`config.mk`:
```
export PLATFORM = sky130hd
export DESIGN_NAME = bcell_mult_seq
export DESIGN_NICKNAME = d
export VERILOG_FILES = /design/src/rtl/bcell_mult_seq.sv
export SDC_FILE = /design/constraint.sdc
export NUM_CORES = 1
export LEC_CHECK = 0
export ABC_AREA = 1
export CORE_MARGIN = 4
export CORE_UTILIZATION = 40
export CTS_BUF_LIST = sky130_fd_sc_hd__clkbuf_2 sky130_fd_sc_hd__clkbuf_4 sky130_fd_sc_hd__clkbuf_8
export DETAILED_ROUTE_END_ITERATION = 8
export GPL_TIMING_DRIVEN = 0
export PLACE_DENSITY = 0.66
export SYNTH_ARGS = -nofsm -noshare
export SYNTH_HDL_FRONTEND = slang
export SYNTH_SLANG_ARGS = --single-unit
```
`constraint.sdc`:
```
create_clock -name clk -period 1.5 [get_ports clk]
set_input_delay 0.15 -clock clk [delete_from_list [all_inputs] [get_ports clk]]
set_output_delay 0.15 -clock clk [all_outputs]
set_load 0.05 [all_outputs]
```
`src/rtl/bcell_mult_seq.sv`:
```
// Sequential shift-add multiplier driving one Bcell row per cycle; one
// multiplier bit per RUN cycle, result registered on the final add.
//   state | meaning
//   IDLE  | waiting for start, operands and product held
//   RUN   | one add/shift step per edge, row_h = current multiplier bit
//   DONE  | product valid, done pulse, back to IDLE next edge
module bcell_mult_seq #(
  parameter int WIDTH = 4
) (
  input  logic                 clk,
  input  logic                 rst,
  input  logic                 start,
  input  logic [WIDTH-1:0]     a,
  input  logic [WIDTH-1:0]     b,
  output logic [2*WIDTH-1:0]   product,
  output logic                 busy,
  output logic                 done,
  output logic                 row_h
);

  localparam int CW = $clog2(WIDTH);

  typedef enum logic [1:0] {IDLE, RUN, DONE} state_t;

  state_t           state;
  logic [WIDTH-1:0] a_r;
  logic [WIDTH-1:0] q;
  logic [WIDTH-2:0] p_lo;
  logic             carry;
  logic [CW-1:0]    cnt;
  logic [WIDTH-1:0] p_hi;
  logic [WIDTH:0]   s;
  logic             last;

  // After each shift the top bit of P_hi is exactly the adder carry-out,
  // so that bit is stored once, as carry.
  assign p_hi = {carry, p_lo};
  assign last = (cnt == CW'(WIDTH - 1));

  always_comb begin
    s = {1'b0, p_hi} + (q[0] ? {1'b0, a_r} : {(WIDTH+1){1'b0}});
  end

  always_ff @(posedge clk or posedge rst) begin
    if (rst) begin
      state   <= IDLE;
      a_r     <= '0;
      q       <= '0;
      p_lo    <= '0;
      carry   <= 1'b0;
      cnt     <= '0;
      product <= '0;
      busy    <= 1'b0;
      done    <= 1'b0;
      row_h   <= 1'b0;
    end else begin
      case (state)
        IDLE: begin
          if (start) begin
            a_r   <= a;
            q     <= b;
            p_lo  <= '0;
            carry <= 1'b0;
            cnt   <= '0;
            busy  <= 1'b1;
            row_h <= b[0];
            state <= RUN;
          end
        end
        RUN: begin
          {carry, p_lo, q} <= {s, q[WIDTH-1:1]};
          cnt <= cnt + 1'b1;
          if (last) begin
            product <= {s, q[WIDTH-1:1]};
            done    <= 1'b1;
            row_h   <= 1'b0;
            state   <= DONE;
          end else begin
            // next cycle's Q[0] is the bit about to shift down
            row_h <= q[1];
          end
        end
        DONE: begin
          done  <= 1'b0;
          busy  <= 1'b0;
          state <= IDLE;
        end
        default: begin
          done  <= 1'b0;
          busy  <= 1'b0;
          row_h <= 1'b0;
          state <= IDLE;
        end
      endcase
    end
  end

endmodule

```
Word level (Yosys, flattened, before mapping)
Cells that the tools add are included.
- register bits after elaboration: 27
- output and inout bits: 11
- word-level logic and storage cells: 48
- add/sub/neg operators: 2
- eq/ne operators: 5
- muxes and demuxes: 19
- bitwise logic cells: 3
- reductions and logical operators: 9
- operators with widths (cell ; count):
    2-bit AND reduction ; 7
    4-bit two-way mux ; 2
    2-bit case mux with 2 select lines ; 2
    4-bit case mux with 2 select lines ; 1
    2-bit two-way mux ; 3
    1-bit case mux with 2 select lines ; 3
    3-bit case mux with 2 select lines ; 1
    4-bit by 4-bit adder with 5-bit output ; 1
    1-bit two-way mux ; 5
    2-bit equality test, second input constant ; 2
    2-bit inequality test, second input constant ; 2
    3-bit two-way mux ; 1
    1-bit NOT ; 3
    1-bit case mux with 3 select lines ; 1
    2-bit by 1-bit adder with 2-bit output, second input constant ; 1
    2-bit by 1-bit equality test with 1-bit output, second input constant ; 1
    2-bit zero test ; 1
    2-bit nonzero test ; 1

Depth between registers and ports, before layout
- word-level depth: 3
- gate-level depth with buffers: 8

Least setup slack after synthesis
Ideal clock, no wire load.
- path type: register to register
- start: reg q[0]
- end: reg p_lo[1]
- arrival: 1.397 ns
- slack: -0.028 ns
- cell stages (with the launch flop): 8
- path through: dfrtp_1 nand2_1 inv_1 ha_1 inv_1 fa_1 xor2_1 o22ai_1
- word-level cells in the longest chain between the ends: 3
- ends and longest elaborated chain (item ; RTL line ; source):
    start: declaration ; 27 ; logic [WIDTH-1:0] q;
    start signal: assignment ; 71 ; {carry, p_lo, q} <= {s, q[WIDTH-1:1]};
    4-bit two-way mux ; 41 ; s = {1'b0, p_hi} + (q[0] ? {1'b0, a_r} : {(WIDTH+1){1'b0}});
    4-bit by 4-bit adder with 5-bit output ; 41 ;
    3-bit case mux with 2 select lines ; 57 ; case (state)
    end signal: assignment ; 71 ;
    end: declaration ; 28 ; logic [WIDTH-2:0] p_lo;
Every way passes these cells.
A chain may end at the register's enable or synchronous reset.

Final worst setup path
- start: reg a_r[0]
- end: reg p_lo[1]
- word-level cells in the longest chain between the ends: 3
- ends and longest elaborated chain (item ; RTL line ; source):
    start: declaration ; 26 ; logic [WIDTH-1:0] a_r;
    start signal: assignment ; 47 ; a_r <= '0;
    start signal: assignment ; 60 ; a_r <= a;
    4-bit two-way mux ; 41 ;
    4-bit by 4-bit adder with 5-bit output ; 41 ;
    3-bit case mux with 2 select lines ; 57 ;
Every way passes these cells.

==> results.toml <==
[status]
status = "finished, final reports clean"

[timing]
period_share = 0.9857
worst_slack_ns = 0.02140
setup_viol = 0
skew_ns = 0.001829
slew_violations = 0
fin_hold_ws_ns = 0.1288
rsz0062_at_grt = "yes"
fin_crit_ns = 1.479
max_freq_mhz = 676.3
finalHoldViolations = 0
slew-limit-headroom = 0.3283
worstMarginPinSlew_ns = 1.006

[floorplan]
die_area_mm2 = 0.004219
die_y_um = 64.96
die_x_um = 64.96
rows = 20
core_mm2 = 0.003078
ios = 22
start_util = 0.4215

[finish]
final_nets = 191
area_growth_pct = 26.52
layout-drive-gt1-share = 0.1676
num-fill-cells = 299
antenna_cells = 0

[synthesis]
synthTopCellsByCount = "nand2_1 (54), dfrtp_1 (27), inv_1 (14), nand3_1 (10), o21ai_0 (7)"
synth_nets = 163
synth_cell_types = 21
yosysWarnings = 0
synth_top_area_share = 0.5207
synthXorXnorAreaFrac = 0.006750
async_reset_ff_frac = 1.000
synth_top_family_by_area = "simple AND/OR/NAND/NOR gates"
avgSynthCellArea_um2 = 8.887
synth_top_area_cell = "dfrtp_1"
synth-seq-cells = 27
ys_seq_area_frac = 0.5207
yosysMostFrequentCell = "nand2_1"
synth_cells = 146
synth_edf_count = 0
yosys.area_share.simple = 0.2469
synthMuxAreaShare = 0
ys_top_cells_by_area = "dfrtp_1 (52%), nand2_1 (16%), ha_1 (4.8%)"
synth-compound-area-share = 0.09450
synth_ff_type = "dfrtp_1"
syn_area_mm2 = 0.001297
synthAdderAreaFrac = 0.06365

[detailed_routing]
wl_per_cell_um = 11.91
routed_via_density = 4.719
drt_first_pass_iters = 4
ant_nets = 0
routed_wl_um = 2584
drtIter0Drc = 67
drcViolationCount = 0
vias = 1024

[clock_tree]
clock_latency_ns = 0.32
cts.sinks = 27
cts_buffers = 3
cts_max_path_buffers = 2
cts_tree = "done"
cts_root_buf = "clkbuf_4"
htreeDepth = 1
clkTransAtPathRegs_ns = 0.14

[pwr]
p_per_area_mw_per_mm2 = 2143
ir_worst_vdd_v = 0.0008669
p_leak_nw = 0.8542

[setup_path]
worstPathArrival_ns = 1.70
crit_type = "register to register"
critPathCaptureType = "register"
required_ns = 1.72
cp_max_fo = 2
worstSetupStartpointType = "register"

[place]
gp_congestion = 0.8212
numPortBuffers = 20
dp_slack_ns = -0.1297
dp.final_hpwl_um = 1907

[grt]
grt_pass1_wl_um = 4395
grt_max_degree = 28
overflow = 0
antenna_found_initial = 0
globalRouteTotalUtil = 0.1328
grt_pass1_vias = 1048

[flow_run]
drv_cap = 0

[hold_path]
hold_path_class = "input pin to register"
==> metrics by stage <==
| stage | instances | cell area [µm²] | power [W] | util | TNS, ns |
|---|---|---|---|---|---|
| after floorplan | 146 | 1300 | 0.002599 | - | 0 |
| after global placement | 210 | 1555 | 0.003090 | 0.5053 | -0.3833 |
| after detailed placement | 210 | 1555 | 0.003141 | 0.5053 | -0.4466 |
| after CTS | 215 | 1589 | 0.003432 | 0.5163 | 0 |
| after global routing | 217 | 1642 | 0.003800 | 0.5333 | -0.2977 |
| final | 217 | 1642 | 0.003518 | 0.5333 | 0 |
==> report_power, final <==
group | total, W | switching, W | internal [W]
logic | 0.00194 | 0.00128 | 0.000664
clock network | 0.000330 | 0.000207 | 0.000122
registers | 0.00125 | 0.000202 | 0.00104
==> critical path, cell delays in order (launching register included) <==
cell and delay, ns:
dfrtp_1 0.38, nand2_1 0.07, inv_2 0.06, ha_4 0.12
inv_2 0.04, fa_2 0.41, xor2_2 0.21, o22ai_1 0.09
==> area by class of cell <==
class	count	area [µm²]	area share
inverter	16	60.06	0.03659
timing repair buffer	23	209.0	0.1273
tap	44	55.05	0.03354
sequential	27	675.6	0.4116
clock buffer	4	30.03	0.01829
buffer	3	27.53	0.01677
multi-input combinational	100	584.3	0.3559
==> cell usage in the layout, fill, tap and decap left out, drive strengths merged, types with 2 or more instances in the layout <==
master | synthesis | final
nor2 | 6 | 6
inv | 16 | 16
clkdlybuf4s50 | 0 | 9
dlygate4sd2 | 0 | 11
nand3 | 10 | 10
buf | 3 | 6
ha | 5 | 5
o21ai | 15 | 15
clkbuf | 0 | 4
a21oi | 2 | 2
dfrtp | 27 | 27
nand2 | 56 | 56
==> flip-flops by register name (all words and copies together), names as in the netlist <==
| name | count |
|---|---|
| product | 8 |
| a_r | 4 |
| q | 4 |
| p_lo | 3 |
| cnt | 2 |
| state | 2 |
| busy | 1 |
| carry | 1 |
| done | 1 |
| row_h | 1 |
==> cells by family (layout without fill, tap and decap cells) <==
logic type / Yosys count / count (layout)
flops: 27 / 27
xor+xnor: 1 / 1
simple gates: 73 / 73
fa+ha+maj: 6 / 6
buf+inv: 19 / 46
compound gates: 20 / 20
==> layer usage <==
metal,share of wire,vias up,track usage
met3,0.026,5,0.02773
met4,0.016,0,0.05805
met5,0,-,0
met2,0.50,15,0.2273
li1,-,516,-
met1,0.46,488,0.1599
==> worst paths after layout <==
kind / to / slack (ns) / start / depth (start not counted)
worst max-delay path: p_lo[1]$_DFFE_PP0P_ / 0.02 / a_r[0]$_DFFE_PP0P_ / 7
worst min-delay path: a_r[1]$_DFFE_PP0P_ / 0.13 / start / 3
worst max register to register: p_lo[1]$_DFFE_PP0P_ / 0.02 / a_r[0]$_DFFE_PP0P_ / 7
worst min register to register: product[2]$_DFFE_PP0P_ / 0.48 / product[2]$_DFFE_PP0P_ / 2
max in group asynchronous: product[6]$_DFFE_PP0P_ / 0.55 / rst / 2
min in group asynchronous: product[2]$_DFFE_PP0P_ / 0.35 / rst / 2
==> timing repair <==
action,CTS,global route
resized for setup,15,9
endpoints found under the setup margin,17,8
hold buffers,0,0
gates cloned,0,0
buffers inserted,1,2
pin swaps,1,2
No activity file was read; power rests on OpenSTA's default activity.
